$ cat config.mk
export PLATFORM = sky130hd
export DESIGN_NAME = sprite_rom_arbiter
export DESIGN_NICKNAME = d
export VERILOG_FILES = /design/src/rtl/sprite_pkg.sv /design/src/rtl/rr_pick.sv /design/src/rtl/sprite_rom_arbiter.sv
export SDC_FILE = /design/constraint.sdc
export NUM_CORES = 1
export LEC_CHECK = 0
export CELL_PAD_IN_SITES_DETAIL_PLACEMENT = 0
export CELL_PAD_IN_SITES_GLOBAL_PLACEMENT = 1
export CORE_ASPECT_RATIO = 1.25
export CORE_MARGIN = 3
export CORE_UTILIZATION = 27
export CTS_CLUSTER_DIAMETER = 80
export CTS_CLUSTER_SIZE = 28
export DETAILED_ROUTE_END_ITERATION = 12
export GPL_TIMING_DRIVEN = 0
export PLACE_DENSITY_LB_ADDON = 0.1
export REMOVE_ABC_BUFFERS = 1
export SYNTH_ARGS = -nofsm -noshare
export SYNTH_HDL_FRONTEND = slang
export SYNTH_SLANG_ARGS = --single-unit
$ cat constraint.sdc
create_clock -name clk -period 3.3 [get_ports clk]
set_input_delay 0.33 -clock clk [delete_from_list [all_inputs] [get_ports clk]]
set_output_delay 0.33 -clock clk [all_outputs]
set_load 0.01 [all_outputs]
$ cat src/rtl/sprite_pkg.sv
// Shared constants for the sprite-mask ROM: geometry, sprite ids, address packing.
package sprite_pkg;

    localparam int TILE_SIZE = 16;
    localparam int ROW_W     = 4;
    localparam int SID_W     = 5;
    localparam int ADDR_W    = SID_W + ROW_W;

    // Requester tags are carried at the width of the largest supported N_REQ (8).
    localparam int TAG_W     = 3;

    localparam logic [SID_W-1:0] SID_DOT       = 5'd0;
    localparam logic [SID_W-1:0] SID_BIG_DOT   = 5'd1;
    localparam logic [SID_W-1:0] SID_PACMAN_F1 = 5'd2;
    localparam logic [SID_W-1:0] SID_PACMAN_F2 = 5'd3;
    localparam logic [SID_W-1:0] SID_GHOST_F1  = 5'd4;
    localparam logic [SID_W-1:0] SID_GHOST_F2  = 5'd5;
    localparam logic [SID_W-1:0] SID_SCLERA_U  = 5'd6;
    localparam logic [SID_W-1:0] SID_SCLERA_D  = 5'd7;
    localparam logic [SID_W-1:0] SID_SCLERA_L  = 5'd8;
    localparam logic [SID_W-1:0] SID_SCLERA_R  = 5'd9;
    localparam logic [SID_W-1:0] SID_EYE_U     = 5'd10;
    localparam logic [SID_W-1:0] SID_EYE_D     = 5'd11;
    localparam logic [SID_W-1:0] SID_EYE_L     = 5'd12;
    localparam logic [SID_W-1:0] SID_EYE_R     = 5'd13;
    localparam logic [SID_W-1:0] SID_VOID_F1   = 5'd14;
    localparam logic [SID_W-1:0] SID_VOID_F2   = 5'd15;
    localparam logic [SID_W-1:0] SID_VOID_FACE = 5'd16;
    // Ids 17 and 18 are populated in the ROM image but have no symbolic name yet.
    localparam int NUM_SPRITES = 19;

    typedef struct packed {
        logic             valid;
        logic             ok;
        logic [TAG_W-1:0] tag;
    } stage_t;

    function automatic logic [ADDR_W-1:0] rom_addr_of(input logic [SID_W-1:0] sid,
                                                      input logic [ROW_W-1:0] row);
        return {sid, row};
    endfunction

    function automatic logic sid_valid(input logic [SID_W-1:0] sid);
        return int'(sid) < NUM_SPRITES;
    endfunction

endpackage

$ cat src/rtl/rr_pick.sv
// Rotate-priority picker: first asserted request at or after ptr, wrapping mod N.
module rr_pick #(
    parameter int N     = 4,
    parameter int PTR_W = 2
) (
    input  logic [N-1:0]     req,
    input  logic [PTR_W-1:0] ptr,
    output logic [N-1:0]     grant,
    output logic [PTR_W-1:0] index,
    output logic             any
);

    logic [PTR_W-1:0] sel;

    // Walk the requests starting at ptr; the first hit wins and later hits are ignored.
    always_comb begin
        grant = '0;
        index = '0;
        any   = 1'b0;
        sel   = '0;
        for (int k = 0; k < N; k++) begin
            sel = PTR_W'((int'(ptr) + k) % N);
            if (!any && req[sel]) begin
                any        = 1'b1;
                index      = sel;
                grant[sel] = 1'b1;
            end
        end
    end

endmodule

$ cat src/rtl/sprite_rom_arbiter.sv
// Round-robin arbiter sharing one synchronous sprite-mask ROM among N_REQ requesters.
// Fixed 3-cycle ack-to-response pipeline; responses carry the requester tag back.
module sprite_rom_arbiter
    import sprite_pkg::*;
#(
    parameter int N_REQ = 4
) (
    input  logic                   clk,
    input  logic                   rst,
    input  logic [N_REQ-1:0]       req,
    input  logic [N_REQ*SID_W-1:0] req_sid,
    input  logic [N_REQ*ROW_W-1:0] req_row,
    output logic [N_REQ-1:0]       ack,
    output logic [N_REQ-1:0]       rsp_valid,
    output logic [TILE_SIZE-1:0]   rsp_data,
    output logic                   rom_en,
    output logic [ADDR_W-1:0]      rom_addr,
    input  logic [TILE_SIZE-1:0]   rom_data
);

    localparam int PTR_W = $clog2(N_REQ);

    logic [PTR_W-1:0] ptr;
    logic [PTR_W-1:0] ptr_nxt;
    logic [N_REQ-1:0] grant;
    logic [PTR_W-1:0] win;
    logic             any;
    logic [SID_W-1:0] win_sid;
    logic [ROW_W-1:0] win_row;
    logic             sid_ok;
    stage_t           s1;
    stage_t           s2;

    rr_pick #(
        .N     (N_REQ),
        .PTR_W (PTR_W)
    ) u_pick (
        .req   (req),
        .ptr   (ptr),
        .grant (grant),
        .index (win),
        .any   (any)
    );

    // Grant is combinational in the request cycle, suppressed while reset is held.
    always_comb begin
        ack = rst ? '0 : grant;
    end

    // Select the winner's operands and work out the pointer that follows it.
    always_comb begin
        win_sid = '0;
        win_row = '0;
        for (int i = 0; i < N_REQ; i++) begin
            if (grant[i]) begin
                win_sid = req_sid[i*SID_W +: SID_W];
                win_row = req_row[i*ROW_W +: ROW_W];
            end
        end
        sid_ok  = sid_valid(win_sid);
        ptr_nxt = (win == PTR_W'(N_REQ - 1)) ? '0 : win + PTR_W'(1);
    end

    // Pointer moves past the winner; idle cycles leave it where it is.
    always_ff @(posedge clk) begin
        if (rst) begin
            ptr <= '0;
        end else if (any) begin
            ptr <= ptr_nxt;
        end
    end

    // S1: issue the ROM read. Out-of-range sprites travel down the pipe without touching the ROM.
    always_ff @(posedge clk) begin
        if (rst) begin
            s1       <= '0;
            rom_en   <= 1'b0;
            rom_addr <= '0;
        end else begin
            s1     <= '{valid: any, ok: sid_ok, tag: TAG_W'(win)};
            rom_en <= any && sid_ok;
            if (any) begin
                rom_addr <= rom_addr_of(win_sid, win_row);
            end
        end
    end

    // S2: ROM data is in flight; carry the tag alongside it.
    always_ff @(posedge clk) begin
        if (rst) begin
            s2 <= '0;
        end else begin
            s2 <= s1;
        end
    end

    // S3: capture the row mask (zero for invalid sprites) and pulse the owner's valid.
    always_ff @(posedge clk) begin
        if (rst) begin
            rsp_valid <= '0;
            rsp_data  <= '0;
        end else begin
            for (int i = 0; i < N_REQ; i++) begin
                rsp_valid[i] <= s2.valid && (s2.tag == TAG_W'(i));
            end
            if (s2.valid) begin
                rsp_data <= s2.ok ? rom_data : '0;
            end
        end
    end

endmodule
Word level (Yosys, flattened, before mapping)
Cells that the tools add are included.

word-level totals
  bits in registers = 42
  input port bits = 58
  output and inout port bits = 34
  logic and storage cells = 87

operators by class
  add/sub/neg operators = 4
  $lt $le $gt $ge = 9
  eq/ne operators = 4
  mux-type cells = 39
  bitwise operators = 3
  reduce and logical (&&, ||, !) cells = 16

operators by type and width
  kind                 count
  $mux 4               9
  $mux 5               4
  $mux 16              1
  $logic_and 1x1->1    12
  $lt 2x3->1 const B   4
  $mux 1               12
  $or 4x4->4           3
  $mux 2               5
  $bmux 1 s2           4
  $demux 1 s2          4
  $ge 2x1->1 const B   4
  $eq 3x2->1 const B   2
  $lt 5x5->1 const B   1
  $add 2x1->2 const B  2
  $add 2x2->2 const B  2
  $eq 3x1->1 const B   1
  $logic_not 1->1      3
  $logic_not 3->1      1
  $eq 2x2->1 const B   1

Longest topological paths before layout
  depth in word-level cells = 18
  depth in mapped cells = 13
  depth with buffers taken out = 10

Modules after synthesis
Synthesis repeated with hierarchy kept, for this count alone.

second synthesis, totals
  cell total of the unflattened synthesis = 228
  area total of the unflattened synthesis = 2077.0 µm²

modules (own cells, without submodules)
  module              times used  cells an instance  area each (µm²)
  sprite_rom_arbiter  1           183                1657.8
  rr_pick             1           45                 419.2

Least setup slack after synthesis
Ideal clock, no wire load.

  kind = reg2out
  start point = reg with a tool-made name
  end point = out ack[3]
  arrival = 2.985 ns
  required time = 2.970 ns
  slack = -0.015 ns
  stages on the path, launching flop included = 12
  cells stage by stage = dfxtp_1 -> buf_2 -> inv_1 -> ha_1 -> buf_2 -> or3b_1 -> a2111oi_2 -> or2_4 -> a221o_1 -> buf_6 -> clkbuf_1 -> nor2b_1

RTL lines
  item       line                      text
  to (decl)  sprite_rom_arbiter.sv:13  output logic [N_REQ-1:0] ack,

Worst setup path after layout
  start point = reg ptr[1]
  end point = reg s1[3] (netlist bit)

on the way
  word-level cells in the longest chain between the ends = 17

ends and longest elaborated chain
  item                                                 line                      text
  from (decl)                                          sprite_rom_arbiter.sv:23  logic [PTR_W-1:0] ptr;
  from (signal assigned)                               sprite_rom_arbiter.sv:69  ptr <= ptr_nxt;
  branches (longest 11 deep; another with $lt 2x3->1)  --
  $mux 4 *                                             rr_pick.sv:23             if (!any && req[sel]) begin
  $mux 5 (3 in series)                                 sprite_rom_arbiter.sv:55  if (grant[i]) begin
  $mux 5 *                                             sprite_rom_arbiter.sv:55
  $lt 5x5->1 *                                         sprite_pkg.sv:44          return int'(sid) < NUM_SPRITES;
  to (signal assigned)                                 sprite_rom_arbiter.sv:80  s1 <= '{valid: any, ok: sid_ok, tag: TAG_W'(win)};
  to (decl)                                            sprite_rom_arbiter.sv:31  stage_t s1;

Every way passes the cells marked *. The select of a mux whose other input is x is not followed.
A chain may end at the register's enable or synchronous reset.

==> flow_summary.yaml <==
clock_tree:
  clock_latency_ns: 0.28
  clock_path_buffers: 2
  cts_hold_buf: 0
  numCtsBuffers: 5
  cts_tree: "yes"
  root_buffer: "clkbuf_8"
  clk_pin_slew_ns: 0.08
  numClockSinks: 40
  htreeDepth: 2
power:
  seqPwrFrac: 0.243
  p_leak_uw: 0.00139
  ir_drop_mv: 0.362
  p_switching_uw: 963
  clockPowerShare: 0.177
  comb_power_share: 0.580
  pwr_density_cell_nw_per_um2: 747
  p_int_uw: 1630
  switching_share: 0.372
routing:
  via_per_inst: 4.96
  wl_per_cell_um: 15.2
  drtAntennaViolNets: 0
  dr_total_vias: 2238
  drt_iter0_drc: 101
  drtPass1Iterations: 4
  drc_errors: 0
  postRouteWirelength_um: 6880
final_layout:
  fin_cells: 451
  regArea_um2: 808
  drive_gt1_frac: 0.129
  multi_input_area_um2: 1370
  fin_area_um2: 3460
  fillers: 808
  nets: 421
  syn2layout_area_growth_pct: 57.3
  antenna_cells: 0
status:
  outcome: "finished, final reports clean"
setup_path:
  reg2reg_from: "ptr[1]"
  path_max_fanout: 10
  worst_setup_path_end_kind: "flip-flop"
  critPathLaunch: "ptr[1]"
  crit_slowest_cell: "dfxtp_4"
  required_ns: 3.51
  slowest_delay_ns: 0.41
  start_kind: "flip-flop"
  path_cells: "inv_2 > ha_4 > mux4_2 > nor2b_2 > a32oi_2 > nand3_2 > a32o_1 > a222oi_1 > buf_4 > o2111ai_1 > a21oi_1"
  cp.arrival_ns: 3.30
  critical_path_class: "flip-flop to flip-flop"
global_route:
  overflow: 0
  grt_pass1_wl_um: 10800
  grt_pass1_vias: 2134
  antenna_found_initial: 0
  grt_max_degree: 41
  gr-usage-all-layers: 0.148
min_path:
  min-delay-path-class: "flip-flop to flip-flop"
  worstHoldStart: "s1[4]"
synthesis:
  synth_top_area_share: 0.364
  synth.avg_cell_area_um2: 8.47
  synth_seq_area_share: 0.364
  netlist_instances: 260
  yosysTopAreaCell: "dfxtp_1"
  syn_area_um2: 2200
  synth-edff-count: 0
  async_flop_share: 0
  synth.most_common_cell: "dfxtp_1"
  ys_warn_count: 0
  synth.area.top_cells: "dfxtp_1 36%, nor2b_1 7.7%, a21oi_1 6.4%, nor2_1 6.1%, ha_1 4.0%"
  ys_types: 50
  netlist_top_cells_count: "40 x dfxtp_1, 36 x nor2_1, 28 x a21oi_1"
  synthFlopType: "dfxtp_1"
  ys_ff_latch: 40
sta:
  setup_viol: 0
  period_share: 0.934
  period_minus_slack_ns: 3.08
  fin_setup_tns_ns: 0
  slew_headroom: 0.489
  tightest_slew_ns: 0.767
  skew_ns: 0.00860
  hold_violations: 0
  max_freq_mhz: 324
  maxSlewViolCount: 0
  rsz0062_at_grt: "no"
placed_design:
  place_area_um2: 3140
  routabilityCongestion: 0.748
  dp.cells: 429
  io_buffers: 91
  place_hpwl_um: 4670
job:
  cap_violations: 0
floorplan:
  io_pins: 92
  die_h_um: 107
  core_um2: 7880
  die_w_um: 86.8
  start_util: 0.279
  die_area_um2: 9280
  std_cell_rows: 36
## critical path: cells and delay by family, from the launching register on
kind | cells | cell delay (ns)
AO/OA/AOI/OAI | 5 | 1.14
AND/OR/NAND/NOR | 2 | 0.48
flip-flops | 1 | 0.41
multiplexers | 1 | 0.38
adder cells (fa/ha/maj) | 1 | 0.34
buffers and inverters | 2 | 0.28
## final cells by class
class,instances,share of cell area
clock buffer,5,0.0199
clock inverter,2,0.0173
inverter,5,0.00650
multi-input combinational,198,0.394
sequential,40,0.233
tap,95,0.0343
timing repair buffer,106,0.294
## through the flow
step           utilization  setup slack (ns)  hold WS, ns  total power [uW]
2_1_floorplan            -            -0.204        0.399              1440
3_3_place_gp         0.397             -1.04        0.423              1890
3_5_place_dp         0.399             -1.04        0.428              1890
4_1_cts              0.432          0.000678        0.443              2530
5_1_grt              0.440            0.0131        0.462              2790
6_report             0.440             0.216        0.442              2590
## path summary, 6_finish.rpt
check	end	slack [ns]	cells after the start
worst max-delay path	s1[3]	0.22	11
worst min-delay path	s2[4]	0.44	1
worst max register to register	s1[3]	0.22	11
worst min register to register	s2[4]	0.44	1
## cells by family (layout without fill, tap and decap cells)
kind of cell,after synthesis,in the layout,synth area share
xor gates and xnor gates,2,2,0.00796
and+or+nand+nor,113,113,0.266
adders and majority gates,7,7,0.0398
AOI/OAI and AO/OA,68,69,0.219
muxes,7,7,0.0500
DFF,40,40,0.364
buffers and inverters,23,118,0.0534
## state kept, by name, summed over array words and instances, names as in the netlist, named ones only
name,flops
s1,4
s2,4
rom_en,1
rom_addr,9
rsp_valid,4
rsp_data,16
ptr,1
## per-layer routing
metal	part of all wire	vias up	wire length, um	global-route usage
met2	0.46	66	3190	0.236
li1	-	1123	-	-
met1	0.47	1047	3200	0.206
met4	0.0036	0	25	0.0256
met5	0	-	0	0
met3	0.067	2	464	0.0315
## cells in the final DEF, fill, tap and decap left out, types with 2 or more instances in the layout
master           synthesis  final
nand3_1                  7      7
clkbuf_8                 0      5
dlygate4sd2_1            0      5
dfxtp_4                  0      2
a32o_1                   4      4
nor3b_1                  3      3
mux2_2                   2      2
a22o_1                   3      2
nor3_1                   8      8
nor2b_1                 27     26
buf_4                    1     15
dfxtp_1                 40     38
o21ai_0                  4      4
a21oi_1                 28     28
and2_1                   4      4
dlymetal6s2s_1           0      3
xnor2_1                  2      2
ha_1                     7      6
nor2_1                  36     36
mux2i_1                  2      2
a222oi_1                 3      3
nand2b_1                 2      2
bufinv_16                0      2
and2b_1                  2      2
clkdlybuf4s50_1          0     82
and3_1                   4      3
nand2_1                 13     13
inv_1                    4      3
a211oi_1                 9      9
mux4_2                   3      3
## timing repair
| item | 4_1_cts | 5_1_grt |
|---|---|---|
| resized for setup | 20 | 6 |
| gates cloned | 1 | 0 |
| endpoints found under the setup margin | 15 | 5 |
| pin swaps | 3 | 6 |
| buffers inserted | 8 | 6 |
## power groups by stage
stage	clock, uW	combinational, uW	sequential [uW]
after floorplan	0	782	663
after global placement	0	1230	654
after detailed placement	0	1240	654
after CTS	476	1420	631
after global routing	494	1650	642
final	458	1500	629
Note: power is estimated with default switching activity, not from simulation.
